### config.mk
export PLATFORM = sky130hd
export DESIGN_NAME = sieve_ram_rd_arbiter
export DESIGN_NICKNAME = d
export VERILOG_FILES = /design/src/rtl/sieve_ram_rd_arbiter.sv
export SDC_FILE = /design/constraint.sdc
export NUM_CORES = 1
export LEC_CHECK = 0
export CORE_ASPECT_RATIO = 0.6
export CORE_MARGIN = 5
export CORE_UTILIZATION = 28
export CTS_BUF_LIST = sky130_fd_sc_hd__clkbuf_8
export DETAILED_ROUTE_END_ITERATION = 6
export PLACE_DENSITY_LB_ADDON = 0.15
export SLEW_MARGIN = 20
export SYNTH_ARGS = -nofsm -noshare
export SYNTH_HDL_FRONTEND = slang
export SYNTH_SLANG_ARGS = --single-unit
### constraint.sdc
create_clock -name clk -period 1.7 [get_ports clk]
set_clock_uncertainty 0.05 [all_clocks]
set_input_delay 0.34 -clock clk [delete_from_list [all_inputs] [get_ports clk]]
set_output_delay 0.34 -clock clk [all_outputs]
set_load 0.01 [all_outputs]
### src/rtl/sieve_ram_rd_arbiter.sv
// Read-port arbiter for the sieve bitmap BRAM: picks one requester per cycle (starved, then
// preferred, then round-robin), drives the registered BRAM address and routes read data back by tag.
module sieve_ram_rd_arbiter #(
  parameter int N_REQ    = 2,
  parameter int ADDR_W   = 20,
  parameter int DATA_W   = 1,
  parameter int RD_LAT   = 2,
  parameter int MAX_WAIT = 15
) (
  input  logic                      clk,
  input  logic                      rst,
  input  logic [N_REQ-1:0]          req,
  input  logic [N_REQ*ADDR_W-1:0]   req_addr,
  input  logic [N_REQ-1:0]          prio,
  output logic [N_REQ-1:0]          gnt,
  output logic [ADDR_W-1:0]         ram_addr,
  input  logic [DATA_W-1:0]         ram_rd_data,
  output logic [N_REQ-1:0]          rsp_valid,
  output logic [DATA_W-1:0]         rsp_data
);

  localparam int PTR_W  = (N_REQ > 1) ? $clog2(N_REQ) : 1;
  localparam int WCNT_W = $clog2(MAX_WAIT + 1);
  localparam logic [WCNT_W-1:0] WAIT_SAT = WCNT_W'(MAX_WAIT);
  localparam logic [PTR_W-1:0]  LAST_IDX = PTR_W'(N_REQ - 1);

  logic [N_REQ-1:0]  gnt_reg;
  logic [N_REQ-1:0]  eligible;
  logic [N_REQ-1:0]  starved;
  logic [N_REQ-1:0]  preferred;
  logic              win_valid;
  logic [PTR_W-1:0]  win_idx;
  logic [ADDR_W-1:0] ram_addr_reg;
  logic [PTR_W-1:0]  rr_ptr_reg;
  logic [DATA_W-1:0] rsp_data_reg;
  logic [WCNT_W-1:0] wait_cnt_reg [N_REQ];
  logic [N_REQ-1:0]  tag_reg [RD_LAT];
  logic [ADDR_W-1:0] addr_slot [N_REQ];

  // The requester granted this cycle still shows req high; it is not a new request.
  assign eligible  = req & ~gnt_reg;
  assign preferred = eligible & prio;

  genvar gi;
  generate
    for (gi = 0; gi < N_REQ; gi++) begin : g_req
      assign addr_slot[gi] = req_addr[gi*ADDR_W +: ADDR_W];
      assign starved[gi]   = eligible[gi] && (wait_cnt_reg[gi] == WAIT_SAT);

      always_ff @(posedge clk) begin
        if (rst) begin
          wait_cnt_reg[gi] <= '0;
        end else if (req[gi] && !gnt_reg[gi]) begin
          if (wait_cnt_reg[gi] != WAIT_SAT) begin
            wait_cnt_reg[gi] <= wait_cnt_reg[gi] + 1'b1;
          end
        end else begin
          wait_cnt_reg[gi] <= '0;
        end
      end
    end
  endgenerate

  always_comb begin
    int rr_idx;
    logic [PTR_W-1:0] rr_sel;
    rr_idx    = 0;
    rr_sel    = '0;
    win_valid = 1'b0;
    win_idx   = '0;
    for (int i = 0; i < N_REQ; i++) begin
      if (!win_valid && starved[i]) begin
        win_valid = 1'b1;
        win_idx   = PTR_W'(i);
      end
    end
    for (int i = 0; i < N_REQ; i++) begin
      if (!win_valid && preferred[i]) begin
        win_valid = 1'b1;
        win_idx   = PTR_W'(i);
      end
    end
    for (int k = 0; k < N_REQ; k++) begin
      rr_idx = int'(rr_ptr_reg) + k;
      if (rr_idx >= N_REQ) begin
        rr_idx = rr_idx - N_REQ;
      end
      rr_sel = PTR_W'(rr_idx);
      if (!win_valid && eligible[rr_sel]) begin
        win_valid = 1'b1;
        win_idx   = rr_sel;
      end
    end
  end

  always_ff @(posedge clk) begin
    if (rst) begin
      gnt_reg      <= '0;
      ram_addr_reg <= '0;
      rr_ptr_reg   <= '0;
    end else begin
      gnt_reg <= '0;
      if (win_valid) begin
        gnt_reg[win_idx] <= 1'b1;
        ram_addr_reg     <= addr_slot[win_idx];
        rr_ptr_reg       <= (win_idx == LAST_IDX) ? '0 : win_idx + 1'b1;
      end
    end
  end

  // Owner tags ride alongside the BRAM latency so data returns to whoever issued the read.
  generate
    for (gi = 0; gi < RD_LAT; gi++) begin : g_tag
      always_ff @(posedge clk) begin
        if (rst) begin
          tag_reg[gi] <= '0;
        end else if (gi == 0) begin
          tag_reg[gi] <= gnt_reg;
        end else begin
          tag_reg[gi] <= tag_reg[(gi > 0) ? gi - 1 : 0];
        end
      end
    end
  endgenerate

  always_ff @(posedge clk) begin
    if (rst) begin
      rsp_data_reg <= '0;
    end else if (|tag_reg[RD_LAT-1]) begin
      rsp_data_reg <= ram_rd_data;
    end
  end

  assign gnt       = gnt_reg;
  assign ram_addr  = ram_addr_reg;
  assign rsp_valid = tag_reg[RD_LAT-1];
  assign rsp_data  = (|tag_reg[RD_LAT-1]) ? ram_rd_data : rsp_data_reg;

endmodule

==> results.json <==
{
  "required_ns": 1.83,
  "via_count": 1732,
  "final-instance-count-excl-fill": 348,
  "largest_reg_flops": 20,
  "clk_latency_ns": 0.29,
  "outcome": "complete, but fails checks",
  "num_io_pins": 72,
  "crit_type": "register to register",
  "clk_pin_slew_worst_paths_ns": 0.08,
  "slew_viol_final": 0,
  "synth_cell_types": 32,
  "die_x_um": 113,
  "fin_ws_ns": -0.163,
  "power.density_mw_per_mm2": 745,
  "die_h_um": 71.9,
  "coreArea_mm2": 0.00617,
  "cts_tree": "yes",
  "max_slew_margin_pct": 74.9,
  "power.leakage_uw": 0.00115,
  "netlist_area_mm2": 0.00179,
  "diodes": 0,
  "final_area_mm2": 0.00300,
  "grt.overflow.total": 0,
  "yosys_warnings": 0,
  "root_buffer": "clkbuf_8",
  "rows": 22,
  "crit_fanout": 20,
  "drc": 0,
  "power_uw": 2230,
  "drt-total-wl_um": 5450,
  "antenna_found_initial": 0,
  "final_nets": 312,
  "wl_per_cell_um": 15.7,
  "clk_path_buf_depth": 2,
  "area_growth_pct": 67.6,
  "placed_cells": 334,
  "worstHoldPathType": "register to register",
  "fmax_mhz": 537,
  "drt_iter0_drc": 78,
  "drive_gt1_share_pct": 23.5,
  "numCtsBuffers": 5,
  "htree_levels": 2,
  "setup_viol": 21,
  "grt_pass1_wl_um": 8890,
  "dpl_cell_area_mm2": 0.00283,
  "design.die.area_mm2": 0.00813,
  "synth_flop_cell": "dfxtp_1",
  "violations": "negative setup slack",
  "port_buffers": 71,
  "rsz0062_at_grt": "true",
  "multi_input_area_um2": 956,
  "setup_tns_ns": -3.05,
  "crit_path_end_kind": "register",
  "viasPerCell": 4.98,
  "seq_area_um2": 801,
  "ys_seq_area_share_pct": 44.8,
  "gp_congestion": 0.752,
  "period_share_pct": 110,
  "cp.arrival_ns": 1.99,
  "initial_utilization_pct": 29.0,
  "async_flop_share_pct": 0,
  "finalHoldViolCount": 0,
  "antenna_left": 0,
  "max-vdd-ir-drop_v": 0.000277,
  "postSynthCellCount": 162,
  "avgSynthCellArea_um2": 11.0,
  "ys_ff_latch": 36,
  "synth_fp_nets": 211,
  "synth_edf_count": 8,
  "firstDrtPassIters": 5,
  "maxCapViolCount": 0,
  "fill_cells": 581,
  "cp-start-kind": "register",
  "cts_sinks": 36,
  "tightest_slew_ns": 0.377,
  "grt_max_degree": 22,
  "grt_pass1_vias": 1787,
  "grt.total_usage_pct": 13.6,
  "hpwl_um": 4040,
  "period_needed_ns": 1.86
}
placed cells by master, fill, tap and decap left out, drive strengths merged, types with 3 or more instances in the layout:
cell type / instances
clkdlybuf4s50: 70
buf: 37
dfxtp: 28
nor2b: 26
a32o: 20
a221o: 20
nor2: 8
edfxtp: 8
clkbuf: 6
and3: 5
nand2: 4
nand3: 4
nor3: 4
nand2b: 3
cells by family (layout without fill, tap and decap cells):
family,count (synthesis),in the layout,share of synthesized area [%]
and+or+nand+nor,57,57,18.7
AOI/OAI and AO/OA,49,49,28.2
DFF,36,36,44.8
buffers and inverters,13,115,4.34
xor gates and xnor gates,4,4,1.96
adders and majority gates,2,2,1.40
muxes,1,1,0.630
worst paths after layout:
kind                            slack (ns)                        end  cells after the start                        startpoint
worst max-delay path                 -0.16  ram_addr[15]$_SDFFE_PP0P_                      6  wait_cnt_reg[1][0]$_SDFFCE_PP0P_
worst min-delay path                  0.39   tag_reg[1][1]$_SDFF_PP0_                      1          tag_reg[0][1]$_SDFF_PP0_
worst max register to register       -0.16  ram_addr[15]$_SDFFE_PP0P_                      6  wait_cnt_reg[1][0]$_SDFFCE_PP0P_
worst min register to register        0.39   tag_reg[1][1]$_SDFF_PP0_                      1          tag_reg[0][1]$_SDFF_PP0_
synthesized netlist by cell type (all sizes together) (2+ instances only):
| master | n | share of area (%) |
|---|---|---|
| a221o | 20 | 11 |
| edfxtp | 8 | 13 |
| a22oi | 2 | 0.84 |
| nor3 | 4 | 1.1 |
| buf | 9 | 3.5 |
| nor2 | 8 | 1.7 |
| nand3 | 4 | 1.1 |
| nand2b | 3 | 1.5 |
| ha | 2 | 1.4 |
| nor2b | 26 | 9.1 |
| xor2 | 2 | 0.98 |
| and3 | 5 | 2.0 |
| xnor2 | 2 | 0.98 |
| o21ai | 2 | 0.77 |
| a32o | 20 | 11 |
| clkbuf | 4 | 0.84 |
| dfxtp | 28 | 31 |
| nand2 | 4 | 0.84 |
worst max-delay path, stage by stage, from the launching register on:
cell and delay (ns):
edfxtp_1 0.42, ha_2 0.21, and3_4 0.19, a21o_4 0.19
buf_4 0.14, and2_4 0.21, a221o_1 0.34
power breakdown:
part	total (uW)	switching (uW)	internal, uW
Sequential	982	40.0	942
Clock	640	317	324
Combinational	609	234	375
stage by stage:
stage | utilization (%) | setup slack (ns) | hold slack (ns)
after floorplan | - | -0.0210 | 0.364
after global placement | 46.0 | -0.336 | 0.369
after detailed placement | 46.0 | -0.358 | 0.376
after CTS | 48.0 | -0.118 | 0.393
after global routing | 48.6 | -0.243 | 0.403
final | 48.6 | -0.163 | 0.389
timing repair:
action	in CTS	in global routing
pin swaps	1	7
buffers inserted	3	2
endpoints found under the setup margin	21	23
cloned	0	1
hold buffers	0	0
gates resized for setup	5	6
layout make-up:
cell class                      instances  area share (%)
Clock buffer                            6            2.76
Tap cell                               84            3.51
Sequential cell                        36            26.7
Timing Repair Buffer                  107            34.8
Clock inverter                          2           0.334
Multi-Input combinational cell        113            31.9
layer usage:
metal | global-route usage, % | vias up | routed length, um
met3 | 5.15 | 7 | 480
met2 | 19.4 | 67 | 2180
met5 | 0 | - | 0
met1 | 19.0 | 815 | 2730
li1 | - | 843 | -
met4 | 3.60 | 0 | 62
Power figures use the tool's default switching activity.
==> variant: new RTL, config.mk and constraints unchanged <==
`RD_LAT`: 2 -> 1.
--- a/src/rtl/sieve_ram_rd_arbiter.sv
+++ b/src/rtl/sieve_ram_rd_arbiter.sv
@@ -6,3 +6,3 @@
   parameter int DATA_W   = 1,
-  parameter int RD_LAT   = 2,
+  parameter int RD_LAT   = 1,
   parameter int MAX_WAIT = 15
Formal check against the unedited RTL: not equivalent (Yosys sat finds a counterexample within 4 cycles, from zero or initial values and one cycle with rst high).
==> variant against the original RTL <==
  * The flow still finishes with violations (negative setup slack)
  * Via count fell by 4.0%
  * Cell area fell by 4.3%
  * Global-route usage fell by 0.12 points
  * Power fell by 6.1%
  * Sequential power fell by 4.7%
  * Synthesized cell count fell by 2.5%
  * Synthesized area fell by 2.7%
  * Sequential cell count fell by 2
  * Worst setup slack improved by 89 ps
  * Utilization fell by 1.4 points
  * Routed wire length fell by 3.0%
  * Largest cell class unchanged
==> variant: results (changes against the original RTL) <==
Top cells by area, synth: dfxtp_1 30%, edfxtp_1 14%, a221o_1 12% (was dfxtp_1 31%, edfxtp_1 13%, a221o_1 11%)
WL met3: 353 um (was 480 um)
Final nets: 304 (was 312)
Met2 Use GR: 20.05% (was 19.42%)
Post-synth top cells: 26 x dfxtp_1, 24 x nor2b_1, 20 x a221o_1, 20 x a32o_1 (was 28 x dfxtp_1, 26 x nor2b_1, 20 x a221o_1, 20 x a32o_1)
Mux cell area share after synthesis: 0.6475% (was 0.6303%)
Met3 capacity usage during global routing: 4.615% (was 5.148%)
CP arrival: 1900 ps (was 1990 ps)
Post-synthesis sequential area ratio: 43.74% (was 44.82%)
WL met1: 2.564 mm (was 2.730 mm)
GRT Overall Usage: 13.43% (was 13.55%)
Adder-cell share of the synthesized area: 1.439% (was 1.401%)
Mapped Nets: 207 (was 211)
GP Congestion: 0.7399 (was 0.7517)
Sw frac: 27.08% (was 26.47%)
Place WS: -343.9 ps (was -358.4 ps)
First-pass GRT wire length: 8.500 mm (was 8.894 mm)
Post-route setup slack: -74.22 ps (was -163.3 ps)
Failing checks: negative setup slack (unchanged)
Area after DPL: 2761 um^2 (was 2834 um^2)
Post-DP HPWL: 3.962 mm (was 4.036 mm)
Compound-Gate Fraction of Synth Area: 28.92% (was 28.15%)
GR Util met1: 18.29% (was 18.98%)
Outcome: complete, but fails checks (unchanged)
DR pass1 iterations: 4 (was 5)
Maximum fanout along the worst path: 21 (was 20)
Logic power comb: 0.000581 W (was 0.000609 W)
Sequential power: 0.000936 W (was 0.000982 W)
Hold EP: tag_reg[0][0]$_SDFF_PP0_ (was tag_reg[1][1]$_SDFF_PP0_)
Avg WL per Cell: 15.54 um (was 15.66 um)
Layout cells sized above 1: 21.88% (was 23.48%)
XOR/XNOR Fraction of Synth Area: 2.014% (was 1.961%)
Worst VDD drop: 0.2661 mV (was 0.2768 mV)
Max incr delay on CP: 400 ps (was 420 ps)
Leak: 1.096 nW (was 1.151 nW)
Finish-stage setup viols: 20 (was 21)
Hold_sp: gnt[0]$_SDFF_PP0_ (was tag_reg[0][1]$_SDFF_PP0_)
Drt via density: 4.888 (was 4.977)
## variant: final cells by class
type	count	area, um^2
fill	574	3216
timing repair buffer	103	983.4
multi-input combinational	111	937.1
sequential	34	760.7
tap	84	105.1
clock buffer	5	68.82
clock inverter	3	12.51
## variant: worst max-delay path: cells and delay by family, from the launching register on
kind | cells | cell delay (ps)
AOI/OAI and AO/OA | 3 | 650
DFF | 1 | 400
adders and majority gates | 1 | 210
and+or+nand+nor | 1 | 180
buffers and inverters | 1 | 170
## variant: stage by stage
stage	instances	TNS [ps]	total power (W)
detailed placement	329	-7454	0.001535
global placement	329	-7357	0.001533
finish	340	-1261	0.002094
global route	340	-2345	0.002191
CTS	337	-1548	0.002107
floorplan	158	-414.7	0.001198
## variant: timing repair
| item | in CTS | in global routing |
|---|---|---|
| gates cloned | 0 | 0 |
| endpoints found under the setup margin | 21 | 22 |
| setup buffers | 0 | 3 |
| gates resized for setup | 3 | 1 |
| pin swaps | 3 | 1 |
